===== src/rtl/dreg_slice_sequencer_pkg.sv =====
// dreg_seq_pkg: op and size codes, sequencer states and CCR bit positions shared by the
// dreg_slice_sequencer slice.
package dreg_seq_pkg;
    localparam logic [2:0] OP_MOVE = 3'd0, OP_ADD = 3'd1, OP_SUB = 3'd2, OP_AND = 3'd3;
    localparam logic [2:0] OP_OR = 3'd4, OP_EOR = 3'd5, OP_ADDX = 3'd6, OP_SUBX = 3'd7;
    localparam logic [1:0] SIZE_B = 2'd0, SIZE_W = 2'd1, SIZE_L = 2'd2;
    localparam int CCR_X = 4, CCR_N = 3, CCR_Z = 2, CCR_V = 1, CCR_C = 0;
    typedef enum logic [1:0] {ST_IDLE, ST_LATCH, ST_SLICE, ST_WRITE} state_t;
    function automatic logic [5:0] size_bits(input logic [1:0] size);
        return size == SIZE_B ? 6'd8 : size == SIZE_W ? 6'd16 : 6'd32;
    endfunction
endpackage


===== src/rtl/dreg_slice_sequencer_if.sv =====
// dreg_slice_sequencer_if: decode-side op request, register load and debug read port.
interface dreg_slice_sequencer_if #(parameter int DATA_W = 32, NREGS = 8, RW = $clog2(NREGS));
    logic              START;
    logic [2:0]        OP;
    logic [1:0]        SIZE;
    logic [RW-1:0]     SRC, DST;
    logic              LOAD_EN;
    logic [RW-1:0]     LOAD_SEL;
    logic [DATA_W-1:0] LOAD_DATA;
    logic [RW-1:0]     DBG_SEL;
    logic [DATA_W-1:0] DBG_DATA;
    logic              BUSY, DONE;
    logic [4:0]        CCR;
    modport master (output START, OP, SIZE, SRC, DST, LOAD_EN, LOAD_SEL, LOAD_DATA, DBG_SEL,
                    input DBG_DATA, BUSY, DONE, CCR);
    modport slave (input START, OP, SIZE, SRC, DST, LOAD_EN, LOAD_SEL, LOAD_DATA, DBG_SEL,
                   output DBG_DATA, BUSY, DONE, CCR);
endinterface


===== src/rtl/dreg_slice_sequencer_alu_slice.sv =====
// alu_slice: one ALU_W-bit slice of the D-register ALU; a is the destination operand, b the source.
module alu_slice import dreg_seq_pkg::*; #(parameter int ALU_W = 16) (
    input  logic [2:0]       op,
    input  logic [ALU_W-1:0] a,
    input  logic [ALU_W-1:0] b,
    input  logic             cin,
    output logic [ALU_W-1:0] result,
    output logic             cout,
    output logic             ovf
);
    logic [ALU_W:0] sum, dif;
    logic add, sub;
    always_comb begin
        sum = {1'b0, a} + {1'b0, b} + {{ALU_W{1'b0}}, cin};
        dif = {1'b0, a} - {1'b0, b} - {{ALU_W{1'b0}}, cin};
        add = op == OP_ADD || op == OP_ADDX;
        sub = op == OP_SUB || op == OP_SUBX;
        result = op == OP_MOVE ? b : op == OP_AND ? a & b : op == OP_OR ? a | b :
                 op == OP_EOR ? a ^ b : sub ? dif[ALU_W-1:0] : sum[ALU_W-1:0];
        cout = add ? sum[ALU_W] : sub & dif[ALU_W];
        ovf = (add | sub) & (sub ? a[ALU_W-1] ^ b[ALU_W-1] : ~(a[ALU_W-1] ^ b[ALU_W-1]))
              & (result[ALU_W-1] ^ a[ALU_W-1]);
    end
endmodule


===== src/rtl/dreg_slice_sequencer.sv =====
// dreg_slice_sequencer: D-register file with a sequencer running byte/word/long ops through an ALU_W slice.
// Define DREG_SEQ_EXTEND_EN to enable ADDX/SUBX; otherwise they run as timed no-ops.
module dreg_slice_sequencer import dreg_seq_pkg::*; #(
    parameter int DATA_W = 32,
    parameter int ALU_W  = 16,
    parameter int NREGS  = 8
) (
    input logic CLK,
    input logic RESET,
    dreg_slice_sequencer_if.slave bus
);
    localparam int RW = $clog2(NREGS);
    state_t state, nxt;
    logic [DATA_W-1:0] regs [NREGS];
    logic [2:0] op_q;
    logic [1:0] size_q;
    logic [RW-1:0] src_q, dst_q;
    logic [DATA_W-1:0] a_q, b_q, res_q, mask, wr_val;
    logic [DATA_W:0] r_ext, a_ext, b_ext;
    logic [5:0] idx, sb, nsl;
    logic carry_q, ovf_q, done_q;
    logic [4:0] ccr, ccr_nxt, ccr_x;
    logic [ALU_W-1:0] a_sl, b_sl, r_sl;
    logic c_sl, v_sl, n, z, v, c, narrow, is_x, is_sub, wr_en;
    alu_slice #(.ALU_W(ALU_W)) u_alu (
        .op(op_q), .a(a_sl), .b(b_sl), .cin(carry_q), .result(r_sl), .cout(c_sl), .ovf(v_sl)
    );
    always_comb begin
        sb = size_bits(size_q);
        mask = sb >= 6'(DATA_W) ? '1 : (DATA_W'(1) << sb) - DATA_W'(1);
        nsl = sb < 6'(ALU_W) ? 6'd1 : sb / 6'(ALU_W);
        a_sl = ALU_W'(a_q >> (idx * 6'(ALU_W)));
        b_sl = ALU_W'(b_q >> (idx * 6'(ALU_W)));
        nxt = state == ST_IDLE ? (bus.START ? ST_LATCH : ST_IDLE) :
              state == ST_LATCH ? ST_SLICE :
              state == ST_SLICE ? (idx == nsl - 6'd1 ? ST_WRITE : ST_SLICE) : ST_IDLE;
    end
    // Operands are zero-extended above the op size, so a narrow op's carry lands in result bit sb.
    always_comb begin
        is_x = op_q == OP_ADDX || op_q == OP_SUBX;
        is_sub = op_q == OP_SUB || op_q == OP_SUBX;
        r_ext = {1'b0, res_q};
        a_ext = {1'b0, a_q};
        b_ext = {1'b0, b_q};
        narrow = sb < 6'(ALU_W);
        n = r_ext[sb - 6'd1];
        z = (res_q & mask) == '0;
        c = narrow ? r_ext[sb] : carry_q;
        v = narrow ? (is_sub ? a_ext[sb - 6'd1] ^ b_ext[sb - 6'd1] : ~(a_ext[sb - 6'd1] ^ b_ext[sb - 6'd1]))
                     & (r_ext[sb - 6'd1] ^ a_ext[sb - 6'd1]) : ovf_q;
`ifdef DREG_SEQ_EXTEND_EN
        wr_en = 1'b1;
        ccr_x = {c, n, z & ccr[CCR_Z], v, c};
`else
        wr_en = !is_x;
        ccr_x = ccr;
`endif
        ccr_nxt = is_x ? ccr_x : (op_q == OP_ADD || op_q == OP_SUB) ? {c, n, z, v, c} :
                  {ccr[CCR_X], n, z, 2'b00};
        wr_val = (regs[dst_q] & ~mask) | (res_q & mask);
    end
    always_ff @(posedge CLK) begin
        if (RESET) begin
            state <= ST_IDLE;
            done_q <= 1'b0;
            ccr <= '0;
            for (int i = 0; i < NREGS; i++) regs[i] <= '0;
        end else begin
            state <= nxt;
            done_q <= state == ST_WRITE;
            if (state == ST_IDLE && bus.LOAD_EN) regs[bus.LOAD_SEL] <= bus.LOAD_DATA;
            if (state == ST_IDLE && bus.START) begin
                op_q <= bus.OP;
                size_q <= bus.SIZE;
                src_q <= bus.SRC;
                dst_q <= bus.DST;
            end
            if (state == ST_LATCH) begin
                a_q <= regs[dst_q] & mask;
                b_q <= regs[src_q] & mask;
                res_q <= '0;
                idx <= '0;
                carry_q <= is_x & ccr[CCR_X];
                ovf_q <= 1'b0;
            end
            if (state == ST_SLICE) begin
                res_q <= res_q | (DATA_W'(r_sl) << (idx * 6'(ALU_W)));
                carry_q <= c_sl;
                ovf_q <= v_sl;
                idx <= idx + 6'd1;
            end
            if (state == ST_WRITE) begin
                if (wr_en) regs[dst_q] <= wr_val;
                ccr <= ccr_nxt;
            end
        end
    end
    assign bus.BUSY = state != ST_IDLE;
    assign bus.DONE = done_q;
    assign bus.CCR = ccr;
    assign bus.DBG_DATA = regs[bus.DBG_SEL];
endmodule


===== src/flat_wrapper.sv =====
// flat-port wrapper written by rule: the top's interface ports become plain ports
module dreg_slice_sequencer_flat import dreg_seq_pkg::*;
#(
    parameter int DATA_W = 32,
    parameter int ALU_W  = 16,
    parameter int NREGS  = 8
)
  (CLK, RESET, bus_START, bus_OP, bus_SIZE, bus_SRC, bus_DST, bus_LOAD_EN, bus_LOAD_SEL, bus_LOAD_DATA, bus_DBG_SEL, bus_DBG_DATA, bus_BUSY, bus_DONE, bus_CCR);
  dreg_slice_sequencer_if #(.DATA_W(DATA_W), .NREGS(NREGS)) bus_i ();
  input logic CLK;
  input logic RESET;
  input wire logic [$bits(bus_i.START)-1:0] bus_START;
  input wire logic [$bits(bus_i.OP)-1:0] bus_OP;
  input wire logic [$bits(bus_i.SIZE)-1:0] bus_SIZE;
  input wire logic [$bits(bus_i.SRC)-1:0] bus_SRC;
  input wire logic [$bits(bus_i.DST)-1:0] bus_DST;
  input wire logic [$bits(bus_i.LOAD_EN)-1:0] bus_LOAD_EN;
  input wire logic [$bits(bus_i.LOAD_SEL)-1:0] bus_LOAD_SEL;
  input wire logic [$bits(bus_i.LOAD_DATA)-1:0] bus_LOAD_DATA;
  input wire logic [$bits(bus_i.DBG_SEL)-1:0] bus_DBG_SEL;
  output wire logic [$bits(bus_i.DBG_DATA)-1:0] bus_DBG_DATA;
  output wire logic [$bits(bus_i.BUSY)-1:0] bus_BUSY;
  output wire logic [$bits(bus_i.DONE)-1:0] bus_DONE;
  output wire logic [$bits(bus_i.CCR)-1:0] bus_CCR;
  assign bus_i.START = bus_START;
  assign bus_i.OP = bus_OP;
  assign bus_i.SIZE = bus_SIZE;
  assign bus_i.SRC = bus_SRC;
  assign bus_i.DST = bus_DST;
  assign bus_i.LOAD_EN = bus_LOAD_EN;
  assign bus_i.LOAD_SEL = bus_LOAD_SEL;
  assign bus_i.LOAD_DATA = bus_LOAD_DATA;
  assign bus_i.DBG_SEL = bus_DBG_SEL;
  assign bus_DBG_DATA = bus_i.DBG_DATA;
  assign bus_BUSY = bus_i.BUSY;
  assign bus_DONE = bus_i.DONE;
  assign bus_CCR = bus_i.CCR;
  dreg_slice_sequencer #(.DATA_W(DATA_W), .ALU_W(ALU_W), .NREGS(NREGS)) u_core (.CLK(CLK), .RESET(RESET), .bus(bus_i));
endmodule

===== config.mk =====
export PLATFORM = sky130hd
export DESIGN_NAME = dreg_slice_sequencer_flat
export DESIGN_NICKNAME = d
export VERILOG_FILES = /design/src/rtl/dreg_slice_sequencer_pkg.sv /design/src/rtl/dreg_slice_sequencer_if.sv /design/src/rtl/dreg_slice_sequencer_alu_slice.sv /design/src/rtl/dreg_slice_sequencer.sv /design/src/flat_wrapper.sv
export SDC_FILE = /design/constraint.sdc
export NUM_CORES = 1
export LEC_CHECK = 0
export BUFFER_PORTS_ARGS = -buffer_cell sky130_fd_sc_hd__buf_2
export CAP_MARGIN = 10
export CORE_MARGIN = 10
export CORE_UTILIZATION = 40
export CTS_BUF_LIST = sky130_fd_sc_hd__clkbuf_4
export DETAILED_ROUTE_END_ITERATION = 10
export GPL_ROUTABILITY_DRIVEN = 1
export PLACE_DENSITY_LB_ADDON = 0.08
export RECOVER_POWER = 100
export SLEW_MARGIN = 20
export SYNTH_ARGS = -nofsm -noshare
export SYNTH_HDL_FRONTEND = slang
export SYNTH_HIERARCHICAL = 1
export SYNTH_SLANG_ARGS = --single-unit

===== constraint.sdc =====
create_clock -name CLK -period 5.4 [get_ports CLK]
set_input_delay 1.08 -clock CLK [delete_from_list [all_inputs] [get_ports CLK]]
set_output_delay 1.08 -clock CLK [all_outputs]
set_load 0.005 [all_outputs]

==> After elaboration in Yosys (flattened, before gate mapping) <==
Memory sizes are Yosys's and may differ from the RTL's. A register that Yosys moved wholly into a read port is not among the register bits.
Index checks and enable logic that the tools add are counted.
{ "totals": {"mem_bits_rw": 256, "elab_cells": 139, "register_bits": 123, "out_inout_bits": 39, "latchBits": 0, "memories": 1, "rom_bits": 0} }
{ "op_classes": {"n_shift": 4, "bitwise_logic": 24, "mul": 0, "n_eq_ne": 12, "order_cmp": 4, "div_mod_pow": 0, "addsub": 8, "muxes": 53, "n_reduce_logical": 19} }
{ "mem_list": {"columns": ["memory", "words", "word_bits", "read_ports", "rd_ports_with_merged_regs", "write_ports", "line_no", "text"], "rows": [
  ["u_core.regs", 8, 32, 3, 2, 8, "dreg_slice_sequencer.sv:14", "logic [DATA_W-1:0] regs [NREGS];"]
]} }
{ "op_table": {"columns": ["cell", "n"], "rows": [
  ["two-way mux 32 bit", 5],
  ["AND 32 bit", 4],
  ["two-way mux 16 bit", 5],
  ["OR 32 bit", 2],
  ["OR reduction 32 bit", 2],
  ["right shift 32 x 6 -> 16 bit", 2],
  ["logical NOT 32 bit", 1],
  ["inverter 32 bit", 1],
  ["<< shifter 1 x 6 -> 32 bit, first input constant", 1],
  ["<< shifter 16 x 6 -> 32 bit", 1],
  ["subtractor 32 x 1 -> 32 bit, second input constant", 1],
  ["two-way mux 1 bit", 26],
  ["binary-select mux 1 bit (select 6 bit)", 4],
  ["two-way mux 6 bit", 4],
  ["adder 16 x 16 -> 17 bit", 1],
  ["adder 17 x 1 -> 17 bit", 1],
  ["subtractor 16 x 16 -> 17 bit", 1],
  ["subtractor 17 x 1 -> 17 bit", 1],
  ["AND 16 bit", 1],
  ["OR 16 bit", 1],
  ["XOR 16 bit", 1],
  ["less-than comparator 6 x 7 -> 1 bit, second input constant", 2],
  ["== test 3 bit, second input constant", 4],
  ["two-way mux 3 bit", 4],
  ["21 further kinds", 48]
]} }

==> Depth between registers and ports, before layout <==
{ "logic_depth": {"word_depth": 12, "mapped_depth": 18} }

==> Hierarchy <==
Netlist, hierarchy kept.
{ "modules_own_cells": {"columns": ["module", "area_each_um2", "instances", "seq_area_each_um2", "cells_per_inst"], "rows": [
  ["dreg_slice_sequencer", 20546.0, 1, 11421.0, 1432],
  ["alu_slice", 3350.7, 1, 0.0, 497]
]} }

==> Worst setup path before layout <==
OpenSTA, ideal clock, no wires.
{ "synth_timing": {"path_kind": "input to register", "from": "input RESET", "to": "register u_core.a_q[0], enable pin", "path_buffers": 1, "cell_stages": 2, "setup_slack_ps": 803, "required_time_ps": 4906, "setup_time_ps": 494, "t_arrival_ps": 4103, "cell_sequence": "clkbuf_1 -> nor2b_1"} }
{ "synth_via": {"elab_chain_len": 2} }
{ "synth_rtl": {"columns": ["element", "line_no", "text"], "rows": [
  ["start, declared", "flat_wrapper.sv:11", "input logic RESET;"],
  ["inverter 1 bit (no source line)", null, null],
  ["AND reduction 2 bit (no source line)", null, null],
  ["end signal, assigned", "dreg_slice_sequencer.sv:79", "a_q <= regs[dst_q] & mask;"],
  ["end, declared", "dreg_slice_sequencer.sv:18", "logic [DATA_W-1:0] a_q, b_q, res_q, mask, wr_val;"]
]} }
No other way between the ends.
A chain may end at the register's enable or synchronous reset.

==> run summary <==
The startpoint of the most critical register-to-register path was u_core/op_q[1]$_DFFE_PP_. The leakage power summed over all cells is 9.82 nW, and the final clock skew is 0.0671 ns. The sequential fraction of design power came out at 0.472. The total of buffers placed on input and output ports is 91.

The fraction of final layout cells with drive strength greater than 1 works out to 0.249. Entering global routing, the biggest net connects 65 pins. The count of final max-slew check failures was 255; the number of buffers added by the clock tree synthesis step was 107. Number of nets in the finished design: 2168.

The net count after synthesis was 2053. After synthesis, the largest family of logic cells by area is multiplexers. Cell internal power was estimated by the tool at 0.00538 W. The shortest clock period the worst path allows after layout was 4.78 ns; the global routing usage summed across all routing layers was 0.229.

Signal routing reaches up to met4. The logs give 5.23 ns for the data arrival time of the critical path and 0.411 ns for the final hold slack. After detailed routing, the number of vias per cell comes to 5.96. The post-cts hold buffer count is 0, and the power per cell area is 283 nW/um^2. After detailed routing, the average wire length per cell comes to 28.1 um. The tools report the launching element of the worst setup path as u_core/op_q[1]$_DFFE_PP_. For this design the top-level I/O count stands at 92.

The starting density of the core was 0.404. The fraction of synthesis flops using an asynchronous set or reset pin is 0. Wire segments on met3 add up to 6320 um in the final route.

The die is 264 um tall. For flop-to-flop paths, the worst setup slack is 0.62 ns. The number of global-route vias before repair was 17.3k. Counting distinct cell types in the post-synthesis netlist gives 82.

The post-synthesis mux area share was 0.249; the number of standard-cell rows in the floorplan was 89. The tools report the combinational group share of total power as 0.160. Share of power burned in the clock network: 0.368. The class of the most critical hold timing path was in2reg. Setup repair after global routing left no endpoint under its margin.

After clock tree synthesis, the clock-pin slew on the worst setup and hold paths is 0.07 ns. In this run the critical register-to-register path is captured at u_core/regs[2][29]$_SDFFCE_PN0P_. Measured in cells, the most critical reg-to-reg path has a length of 7. The layout has 5520 filler cells. Setup violations remaining at the end of the flow were counted as 0. The run gives 0 as the count of final hold-check violations. The floorplan die width was 264 um; the detailed-route wire length on metal 1 was 34400 um.

The count of nets left with antenna violations once routing finished came out at 0. OpenSTA, run right after detailed placement, puts the worst setup slack at 1.05 ns. The first detailed-routing pass took 6 iterations.

For the pin with the worst max-slew slack, the measured transition is 3.63 ns. The congestion estimate from routability-driven global placement came to 0.905. The area growth from synthesis to layout is 11.1%. In the synthesized netlist the dominant register cell turns out to be sky130_fd_sc_hd__edfxtp_1. In this run, post-CTS repair resized a total of 0 instances. In this run the cell area of the synthesized design comes to 23900 um^2. Compound-gate portion of the synthesized area: 0.0750. The run gives 81600 um as the sum of routed wire length over all layers. The share of synthesized area occupied by flip-flops and latches is 0.478.

The critical path class was reg2reg. The total overflow left after global routing is 0. Max-cap violations in this run came to 7. The number of antenna violations at the first check in global routing was 2; the synthesized instance count was 1929.

For the worst-skew pair, the clock arrives at the later sink with an insertion delay of 0.87 ns. Counting every sink on the clock net gives 385. The HPWL reported at the end of detailed placement is 55100 um, and the wire length of the first global-routing pass is 118000 um.

Number of H-tree levels: 3. The count of state elements after synthesis is 385. The post-synthesis average cell area is 12.4 um^2. In this run, synthesis inferred 371 flip-flops with an integrated enable. The Yosys step of the flow raised 6 warnings. After detailed routing, the number of remaining DRC violations is 0.

The area fraction in and, or, nand and nor cells after synthesis came out at 0.113. Xor and xnor fraction of the mapped netlist area: 0.0110. IR analysis of the VDD net gives a maximum drop of 0.169 mV.

The checks that failed: max-capacitance violations, max-slew violations. The count of routing violations after the opening detailed-route iteration was 1877. The floorplan step defined a die boundary enclosing 69900 um^2. The adder-cell share of the synthesized area is 0.0384.

The tools report the worst-case headroom to the max-slew limit as -1.42. TritonCTS built the clock tree. For the final routed database, the setup TNS stands at 0 ns.

Setup slack closes at 0.616 ns. The run finished, with violations left. The total vias in the final route came out at 17.3k. In this run the worst path has a maximum fanout of 34.

Based on the critical path, the design can be clocked at up to 0.209 GHz. STA classifies the critical path startpoint as a flop. The critical path ends at u_core/regs[2][29]$_SDFFCE_PN0P_. The final core utilization was 0.449.

Wire segments on met2 add up to 38300 um in the final route. Sort of element at the end of the critical path: a flop. In this run the power spent charging and discharging nets is 0.00213 W. The buffers inserted during post-CTS setup optimization is 0, and the number of buffers on the longest clock path is 3. The portion of the clock cycle consumed by the worst path in the final layout was 0.886; the proportion of total power due to net switching was 0.284. The tools report the required time at the worst-slack endpoint as 5.85 ns. The clock tree root buffer cell was sky130_fd_sc_hd__clkbuf_4. After floorplanning, the core was sized to cover 59100 um^2.
power groups by stage:
stage          combinational [W]  sequential [W]  clock, W
6_report                 0.00120         0.00355   0.00276
3_3_place_gp             0.00121         0.00360         0
3_5_place_dp             0.00121         0.00361         0
4_1_cts                  0.00121         0.00354   0.00285
5_1_grt                  0.00128         0.00356   0.00299
2_1_floorplan           0.000846         0.00352         0
cells by family after synthesis:
kind of cell / after synthesis
AO/OA/AOI/OAI: 267
multiplexers: 346
XOR/XNOR: 30
AND/OR/NAND/NOR: 624
buffers and inverters: 206
flip-flops: 385
adder cells (fa/ha/maj): 71
state kept, by name (all words and copies together), names as in the netlist, named ones only:
signal	cells
u_core/size_q	2
u_core/op_q	3
u_core/res_q	32
u_core/b_q	32
u_core/ovf_q	1
u_core/carry_q	1
u_core/bus.DONE	1
u_core/state	2
u_core/regs	256
u_core/src_q	3
u_core/bus.CCR	5
u_core/a_q	32
u_core/dst_q	3
u_core/idx	6
worst min path at each step:
| stage | start | endpoint | slack, ns | cells after the start |
|---|---|---|---|---|
| after floorplan | u_core/src_q[0]$_DFFE_PP_ | flop | 0.42 | 2 |
| after global placement | u_core/src_q[0]$_DFFE_PP_ | flop | 0.43 | 2 |
| after detailed placement | u_core/src_q[2]$_DFFE_PP_ | flop | 0.43 | 2 |
| after CTS | bus_SIZE[1] | u_core/size_q[1]$_DFFE_PP_ | 0.31 | 1 |
| after global routing | bus_SIZE[1] | u_core/size_q[1]$_DFFE_PP_ | 0.31 | 1 |
| final | bus_SIZE[1] | u_core/size_q[1]$_DFFE_PP_ | 0.41 | 1 |
cell type report:
cell class,instances,area (um^2),share of cell area
Clock buffer,153,1150,0.0433
Antenna cell,3,7.51,0.000283
Inverter,68,255,0.00961
Sequential cell,385,11400,0.430
Multi-Input combinational cell,1338,11600,0.438
Clock inverter,40,255,0.00961
Tap cell,773,967,0.0364
Timing Repair Buffer,144,867,0.0327
routing by layer:
layer / track usage / vias to the layer above
li1: - / 7610
met1: 0.302 / 8777
met2: 0.368 / 791
met3: 0.0506 / 143
met4: 0.0815 / 0
met5: 0 / -
layout by cell type (no fill, tap or decap), drive strengths merged, types with 50 or more instances in the layout:
master / n
mux2i: 104
clkbuf: 200
a21oi: 86
edfxtp: 371
buf: 97
inv: 70
mux2: 50
ha: 67
mux4: 192
o21ai: 54
nand2: 84
nor2: 393
cell usage after synthesis, types with 12 or more instances:
library cell / number / area [um^2]
sky130_fd_sc_hd__nor3_1: 17 / 85.1
sky130_fd_sc_hd__nor2b_1: 46 / 288
sky130_fd_sc_hd__ha_1: 67 / 838
sky130_fd_sc_hd__xor2_1: 15 / 131
sky130_fd_sc_hd__buf_2: 27 / 135
sky130_fd_sc_hd__inv_1: 64 / 240
sky130_fd_sc_hd__nor2_1: 393 / 1480
sky130_fd_sc_hd__mux4_2: 192 / 4320
sky130_fd_sc_hd__nand2b_1: 13 / 81.3
sky130_fd_sc_hd__clkbuf_1: 88 / 330
sky130_fd_sc_hd__mux2_2: 49 / 552
sky130_fd_sc_hd__o21ai_0: 25 / 125
sky130_fd_sc_hd__o211ai_1: 22 / 165
sky130_fd_sc_hd__o21ai_1: 27 / 135
sky130_fd_sc_hd__dfxtp_1: 14 / 280
sky130_fd_sc_hd__a21oi_1: 78 / 390
sky130_fd_sc_hd__o21a_1: 12 / 90.1
sky130_fd_sc_hd__buf_1: 15 / 56.3
sky130_fd_sc_hd__xnor2_1: 15 / 131
sky130_fd_sc_hd__nand2_1: 83 / 312
sky130_fd_sc_hd__a211oi_1: 17 / 128
sky130_fd_sc_hd__nand3_1: 17 / 85.1
sky130_fd_sc_hd__edfxtp_1: 371 / 11100
sky130_fd_sc_hd__mux2i_1: 102 / 1020
per-stage QoR:
step	std cells	instance area, um^2	total power, W
after floorplan	1929	23900	0.00437
after global placement	2708	25300	0.00481
after detailed placement	2708	25300	0.00482
after CTS	2901	26700	0.00761
after global routing	2904	26600	0.00784
final	2904	26600	0.00751
critical path, stage by stage, from the launching register on:
cell                       delay (ns)
sky130_fd_sc_hd__edfxtp_1        0.53
sky130_fd_sc_hd__clkbuf_1        1.32
sky130_fd_sc_hd__nand2_1         0.47
sky130_fd_sc_hd__nand2_1         0.29
sky130_fd_sc_hd__mux2i_4         0.34
sky130_fd_sc_hd__or3b_1          0.39
sky130_fd_sc_hd__nand2b_1        0.43
sky130_fd_sc_hd__buf_4           0.57
No activity file was read; power rests on OpenSTA's default activity.
